===== config.mk =====
export PLATFORM = sky130hd
export DESIGN_NAME = mips_mc_ctrl
export DESIGN_NICKNAME = d
export VERILOG_FILES = /design/src/rtl/mips_mc_ctrl_pkg.sv /design/src/rtl/mips_mc_ctrl_decode.sv /design/src/rtl/mips_mc_ctrl.sv
export SDC_FILE = /design/constraint.sdc
export NUM_CORES = 1
export LEC_CHECK = 0
export CAP_MARGIN = 20
export CORE_MARGIN = 10
export CORE_UTILIZATION = 30
export DETAILED_ROUTE_END_ITERATION = 16
export PLACE_DENSITY = 0.73
export SYNTH_ARGS = -nofsm -noshare
export SYNTH_HDL_FRONTEND = slang
export SYNTH_SLANG_ARGS = --single-unit

===== constraint.sdc =====
create_clock -name clk -period 2.2 [get_ports clk]
set_input_delay 0.66 -clock clk [delete_from_list [all_inputs] [get_ports clk]]
set_output_delay 0.66 -clock clk [all_outputs]
set_load 0.01 [all_outputs]

===== src/rtl/mips_mc_ctrl_pkg.sv =====
// Shared encodings for the multi-cycle MIPS controller and datapath MUXes.
// Opcodes, funct codes, FSM states, select constants and class vector indices.
package mips_mc_ctrl_pkg;

    localparam logic [5:0] OP_SPECIAL = 6'b000000;
    localparam logic [5:0] OP_ORI     = 6'b001101;
    localparam logic [5:0] OP_LUI     = 6'b001111;
    localparam logic [5:0] OP_LW      = 6'b100011;
    localparam logic [5:0] OP_SW      = 6'b101011;
    localparam logic [5:0] OP_BEQ     = 6'b000100;
    localparam logic [5:0] OP_JAL     = 6'b000011;

    localparam logic [5:0] FN_ADDU    = 6'b100001;
    localparam logic [5:0] FN_SUBU    = 6'b100011;
    localparam logic [5:0] FN_JR      = 6'b001000;

    typedef enum logic [2:0] {
        ST_IF  = 3'd0,
        ST_ID  = 3'd1,
        ST_EX  = 3'd2,
        ST_MEM = 3'd3,
        ST_WB  = 3'd4
    } state_e;

    localparam logic [1:0] ALU_ADD = 2'd0;
    localparam logic [1:0] ALU_SUB = 2'd1;
    localparam logic [1:0] ALU_OR  = 2'd2;
    localparam logic [1:0] ALU_LUI = 2'd3;

    localparam logic       B_RT    = 1'b0;
    localparam logic       B_EXT   = 1'b1;
    localparam logic       EXT_ZERO = 1'b0;
    localparam logic       EXT_SIGN = 1'b1;

    localparam logic [1:0] RDST_RT = 2'd0;
    localparam logic [1:0] RDST_RD = 2'd1;
    localparam logic [1:0] RDST_31 = 2'd2;

    localparam logic [1:0] WD_ALU  = 2'd0;
    localparam logic [1:0] WD_DM   = 2'd1;
    localparam logic [1:0] WD_PC   = 2'd2;

    localparam logic [1:0] NPC_PC4 = 2'd0;
    localparam logic [1:0] NPC_BR  = 2'd1;
    localparam logic [1:0] NPC_J   = 2'd2;
    localparam logic [1:0] NPC_RS  = 2'd3;

    // Bit positions in the one-hot instruction class vector.
    localparam int CLS_ADDU = 0;
    localparam int CLS_SUBU = 1;
    localparam int CLS_JR   = 2;
    localparam int CLS_ORI  = 3;
    localparam int CLS_LUI  = 4;
    localparam int CLS_LW   = 5;
    localparam int CLS_SW   = 6;
    localparam int CLS_BEQ  = 7;
    localparam int CLS_JAL  = 8;
    localparam int CLS_NOP  = 9;
    localparam int N_CLS    = 10;

endpackage


===== src/rtl/mips_mc_ctrl_decode.sv =====
// Combinational op/funct decoder producing a one-hot instruction class.
// Anything not recognised (sll, illegal encodings) lands in the NOP class.
module mips_decode
    import mips_mc_ctrl_pkg::*;
(
    input  logic [5:0]       op,
    input  logic [5:0]       funct,
    output logic [N_CLS-1:0] cls
);

    always_comb begin
        cls = '0;
        case (op)
            OP_SPECIAL: begin
                case (funct)
                    FN_ADDU: cls[CLS_ADDU] = 1'b1;
                    FN_SUBU: cls[CLS_SUBU] = 1'b1;
                    FN_JR:   cls[CLS_JR]   = 1'b1;
                    default: cls[CLS_NOP]  = 1'b1;
                endcase
            end
            OP_ORI:  cls[CLS_ORI] = 1'b1;
            OP_LUI:  cls[CLS_LUI] = 1'b1;
            OP_LW:   cls[CLS_LW]  = 1'b1;
            OP_SW:   cls[CLS_SW]  = 1'b1;
            OP_BEQ:  cls[CLS_BEQ] = 1'b1;
            OP_JAL:  cls[CLS_JAL] = 1'b1;
            default: cls[CLS_NOP] = 1'b1;
        endcase
    end

endmodule


===== src/rtl/mips_mc_ctrl.sv =====
// Multi-cycle MIPS main controller: IF/ID/EX/MEM/WB sequencing with Mealy
// outputs decoded from state, instruction class, zero and dm_ready.
//
//   state | meaning
//   IF    | fetch: load IR, PC <= PC+4
//   ID    | decode; NOP retires here, JAL skips to WB
//   EX    | ALU operation; BEQ/JR retire here
//   MEM   | DM access, held while dm_ready is low
//   WB    | GRF write (JAL also redirects PC)
module mips_mc_ctrl
    import mips_mc_ctrl_pkg::*;
#(
    parameter bit USE_DM_READY = 1'b1
) (
    input  logic       clk,
    input  logic       reset,
    input  logic [5:0] op,
    input  logic [5:0] funct,
    input  logic       zero,
    input  logic       dm_ready,
    output logic       pc_we,
    output logic       ir_we,
    output logic       rf_we,
    output logic       dm_we,
    output logic       dm_re,
    output logic [1:0] alu_op,
    output logic       alu_b_sel,
    output logic       ext_op,
    output logic [1:0] reg_dst_sel,
    output logic [1:0] wd_sel,
    output logic [1:0] npc_sel,
    output logic [2:0] state,
    output logic       instr_done
);

    state_e           r_state;
    state_e           w_state_nxt;
    logic [N_CLS-1:0] w_cls;
    logic             w_rtype;
    logic             w_dm_ok;

    mips_decode u_decode (
        .op    (op),
        .funct (funct),
        .cls   (w_cls)
    );

    assign w_rtype = w_cls[CLS_ADDU] | w_cls[CLS_SUBU];
    assign w_dm_ok = !USE_DM_READY || dm_ready;
    assign state   = r_state;

    always_ff @(posedge clk) begin
        if (reset) begin
            r_state <= ST_IF;
        end else begin
            r_state <= w_state_nxt;
        end
    end

    always_comb begin
        w_state_nxt = ST_IF;
        pc_we       = 1'b0;
        ir_we       = 1'b0;
        rf_we       = 1'b0;
        dm_we       = 1'b0;
        dm_re       = 1'b0;
        alu_op      = ALU_ADD;
        alu_b_sel   = B_RT;
        ext_op      = EXT_ZERO;
        reg_dst_sel = RDST_RT;
        wd_sel      = WD_ALU;
        npc_sel     = NPC_PC4;
        instr_done  = 1'b0;
        // Reset overrides everything so no partial write escapes mid-instruction.
        if (!reset) begin
            case (r_state)
                ST_IF: begin
                    ir_we       = 1'b1;
                    pc_we       = 1'b1;
                    npc_sel     = NPC_PC4;
                    w_state_nxt = ST_ID;
                end
                ST_ID: begin
                    if (w_cls[CLS_JAL]) begin
                        w_state_nxt = ST_WB;
                    end else if (w_cls[CLS_NOP]) begin
                        instr_done  = 1'b1;
                        w_state_nxt = ST_IF;
                    end else begin
                        w_state_nxt = ST_EX;
                    end
                end
                ST_EX: begin
                    if (w_rtype) begin
                        alu_b_sel   = B_RT;
                        alu_op      = w_cls[CLS_SUBU] ? ALU_SUB : ALU_ADD;
                        w_state_nxt = ST_WB;
                    end else if (w_cls[CLS_ORI]) begin
                        alu_b_sel   = B_EXT;
                        ext_op      = EXT_ZERO;
                        alu_op      = ALU_OR;
                        w_state_nxt = ST_WB;
                    end else if (w_cls[CLS_LUI]) begin
                        alu_b_sel   = B_EXT;
                        alu_op      = ALU_LUI;
                        w_state_nxt = ST_WB;
                    end else if (w_cls[CLS_LW] || w_cls[CLS_SW]) begin
                        alu_b_sel   = B_EXT;
                        ext_op      = EXT_SIGN;
                        alu_op      = ALU_ADD;
                        w_state_nxt = ST_MEM;
                    end else if (w_cls[CLS_BEQ]) begin
                        alu_b_sel   = B_RT;
                        alu_op      = ALU_SUB;
                        pc_we       = zero;
                        npc_sel     = NPC_BR;
                        instr_done  = 1'b1;
                        w_state_nxt = ST_IF;
                    end else if (w_cls[CLS_JR]) begin
                        pc_we       = 1'b1;
                        npc_sel     = NPC_RS;
                        instr_done  = 1'b1;
                        w_state_nxt = ST_IF;
                    end
                end
                ST_MEM: begin
                    dm_re = w_cls[CLS_LW];
                    dm_we = w_cls[CLS_SW];
                    if (!w_dm_ok) begin
                        w_state_nxt = ST_MEM;
                    end else if (w_cls[CLS_LW]) begin
                        w_state_nxt = ST_WB;
                    end else begin
                        instr_done  = 1'b1;
                        w_state_nxt = ST_IF;
                    end
                end
                ST_WB: begin
                    rf_we       = 1'b1;
                    instr_done  = 1'b1;
                    w_state_nxt = ST_IF;
                    if (w_cls[CLS_JAL]) begin
                        reg_dst_sel = RDST_31;
                        wd_sel      = WD_PC;
                        pc_we       = 1'b1;
                        npc_sel     = NPC_J;
                    end else if (w_rtype) begin
                        reg_dst_sel = RDST_RD;
                        wd_sel      = WD_ALU;
                    end else if (w_cls[CLS_LW]) begin
                        reg_dst_sel = RDST_RT;
                        wd_sel      = WD_DM;
                    end
                end
                default: w_state_nxt = ST_IF;
            endcase
        end
    end

endmodule


==> flow_summary.rst <==
.. list-table::
   :header-rows: 1

   * - Metric
     - Value
   * - Clock buffer depth
     - 2
   * - Violation count after the first detailed-route iteration
     - 19
   * - Routed vias
     - 904
   * - YS warnings
     - 0
   * - Root cell of the clock tree
     - sky130_fd_sc_hd__clkbuf_4
   * - Initial standard-cell utilization of the core
     - approximately 32%
   * - Reported max-cap violation count
     - 0
   * - Register bit count reported by yosys
     - 3
   * - CP Launch Point
     - op[0]
   * - Maximum ir drop on the vdd rail
     - roughly 220 µV
   * - Sink count of the clock tree
     - 3
   * - Overall Power
     - between 0.3 and 0.4 mW
   * - Height of the chip
     - 60.69 µm
   * - Final Core Density
     - about four fifths
   * - Overflow after GRT
     - 0
   * - Worst Path Buf+Inv
     - 3
   * - Worst slew slack as a fraction of its limit
     - 80.62%
   * - Violated checks
     - setup timing
   * - Outcome
     - finished with violations
   * - Critical path's largest stage delay
     - just under 300 ps
   * - Post-DR vias/cell
     - 5.615
   * - Synth-to-Final Area Change
     - 150.4%
   * - Number of clock buffers inserted by TritonCTS
     - 3
   * - Final routed DRC violation total
     - 0
   * - Top area cells in the synthesized netlist
     - sky130_fd_sc_hd__dfxtp_1, sky130_fd_sc_hd__nor2_1, sky130_fd_sc_hd__nand3b_1
   * - Sort of element at the end of the critical path
     - output port
   * - GRT Util Overall
     - between 10% and 20%
   * - Die area
     - 3683 µm²
   * - Number of optimization iterations in the first detailed-route pass
     - 4
   * - Clock transition at the registers of the reported paths
     - 40 ps
   * - Path depth of the worst reg2reg path
     - 5
   * - Num ports
     - 35
   * - Commonest non-fill, non-tap cell in the layout
     - sky130_fd_sc_hd__buf_4
   * - Worst Path Class, Setup
     - primary input to output port
   * - Leakage power summed over all cells
     - 0.5680 nW
   * - Unrepaired setup endpoints after global routing
     - yes
   * - Final Setup Violations
     - 14
   * - Unique cell type count in the Yosys netlist
     - 35
   * - Placement Rows
     - 14
   * - End of the critical path
     - instr_done
   * - Data arrival time of the critical path
     - 1990 ps
   * - Placeable core region
     - 1541 µm²
   * - Worst path cell trace
     - buf_12 > nand3b_1 > buf_6 > nand3b_1 > and3b_1 > o31ai_2 > a311oi_2 > buf_2
   * - Post-Synthesis Cells
     - 78
   * - H-tree depth reported by CTS
     - 1
   * - Maximum operating frequency
     - 377.6 MHz
   * - Period utilisation layout
     - 120.4%
   * - Synth Flop Type
     - sky130_fd_sc_hd__dfxtp_1
   * - Largest net degree at the start of global routing
     - 10
   * - Routed wire length
     - around 3000 µm
   * - Max Fanout on Critical Path
     - 6
   * - Transition time at the pin with the least slew margin
     - 289.5 ps
   * - Post-route cell area
     - 1244 µm²
   * - Area share of the leading cell type in the synthesized netlist
     - 12.09%
   * - Avg Synthesized Cell Area
     - 6.368 µm²
   * - CTS tree
     - built
   * - Number of antenna violations at the first check in global routing
     - 0
   * - CP max-delay cell
     - sky130_fd_sc_hd__a311oi_2
   * - Hold WC Path Type
     - flip-flop to flip-flop
   * - Final hold violations
     - 0
   * - Post-Syn Area
     - 496.7 µm²
   * - Reg2reg start
     - state[0]
   * - Reg2reg end
     - state[1]
   * - Weighted congestion at the end of routability-driven global placement
     - 0.8295
   * - Most used cells in the layout excluding fill and tap cells
     - sky130_fd_sc_hd__buf_4, sky130_fd_sc_hd__buf_2, sky130_fd_sc_hd__buf_6
   * - Top delay family on crit path
     - simple AND/OR/NAND/NOR gates
   * - Power density normalized to cell area
     - 249.8 nW/µm²
   * - Async SR Flop Fraction
     - 0%
   * - Number of flops mapped to enable cells by yosys
     - 0
   * - Minimum period implied by the final worst setup slack
     - 2648 ps
   * - Max reg flops
     - 3
   * - Final worst-path setup slack
     - -448.5 ps
   * - Antenna Diode Count
     - 0
   * - Worst setup slack for register-to-register paths
     - ~620 ps
   * - Critical path depth
     - 8
   * - Sum of net half-perimeters after detailed placement
     - 1804 µm
   * - Post-synthesis net count
     - 94
   * - Global-route wire length before repair
     - 4353 µm
   * - Number of pins exceeding their max-slew limit in the final report
     - 0
   * - Sequential fraction of the synthesis area
     - 12.09%
   * - # port buffers
     - 34
   * - Synth area leader
     - sky130_fd_sc_hd__dfxtp_1
   * - Nature of the critical path startpoint
     - primary input
   * - Clock skew after layout
     - 4.931 ps
   * - Data required time at the worst endpoint
     - between 1500 and 2000 ps
   * - Crit-path most repeated cell
     - sky130_fd_sc_hd__nand3b_1
   * - Area post-placement
     - 1022 µm²
   * - Nets
     - 162
   * - Remaining antenna violation count after routing
     - 0
   * - Fraction of final layout cells with drive strength greater than 1
     - between 60% and 70%
   * - Clock latency reported for the late side of the worst-skew pair
     - between 200 and 300 ps
   * - Die width
     - 60.69 µm
   * - Wire length per cell
     - 18.63 µm
   * - Number of global-route vias before repair
     - 934
worst min path at each step:
stage	startpoint	to	slack, ps	depth (start not counted)
2_1_floorplan	state[0]	state[2]	680	3
3_3_place_gp	state[1]	state[1]	660	3
3_5_place_dp	state[1]	state[0]	680	3
4_1_cts	state[1]	state[0]	680	3
5_1_grt	state[1]	state[0]	730	3
6_report	state[1]	state[0]	690	3
per-layer routing:
metal	vias up	wire (µm)	global-route usage, %	share of wire [%]
li1	425	-	-	-
met1	440	1211	16.61	40
met2	33	1517	24.60	51
met3	6	225	6.054	7.5
met4	0	46	7.837	1.5
met5	-	0	0	0
area by class of cell:
cell class	instances	area, µm²
Inverter	4	15.01
Timing Repair Buffer	66	531.8
Sequential cell	3	60.06
Clock buffer	4	26.28
Fill cell	110	297.8
Tap cell	16	20.02
Multi-Input combinational cell	68	590.6
where the power goes:
group	switching [mW]	internal [mW]
Clock	0.0381	0.0686
Sequential	0.000926	0.0565
Combinational	0.0682	0.0784
stage by stage:
| stage | hold slack (ps) | TNS, ps | setup WS [ps] | cells |
|---|---|---|---|---|
| 2_1_floorplan | 683.0 | -113.3 | -102.6 | 78 |
| 3_3_place_gp | 662.4 | -15190 | -1144 | 146 |
| 3_5_place_dp | 677.5 | -15720 | -1174 | 146 |
| 4_1_cts | 680.7 | -2894 | -380.2 | 157 |
| 5_1_grt | 734.8 | -4286 | -525.0 | 161 |
| 6_report | 688.9 | -3410 | -448.5 | 161 |
worst min-delay path, delay by kind of cell, from the launching register on:
kind                   cells  cell delay, ps
flip-flops                 1             300
buffers and inverters      1             170
AND/OR/NAND/NOR            1             120
AO/OA/AOI/OAI              1              60
Yosys cell counts (all sizes together), types with 3 or more instances:
cell,count
nor2,13
dfxtp,3
nand3,4
a21oi,5
nand2,7
nand3b,4
or3,3
inv,4
nor3,5
cells by family after synthesis:
logic type             synth area share [%]
flip-flops                            12.09
AND/OR/NAND/NOR                       53.66
XOR/XNOR                              1.764
AO/OA/AOI/OAI                         24.44
multiplexers                          2.015
buffers and inverters                 6.046
repair_timing:
item                       in CTS  in global routing
setup endpoints to repair      16                 15
hold buffers                    0                  0
resized for setup             144                 27
buffers inserted                7                  5
pin swaps                      22                 17
(Power assumes the default switching activity.)
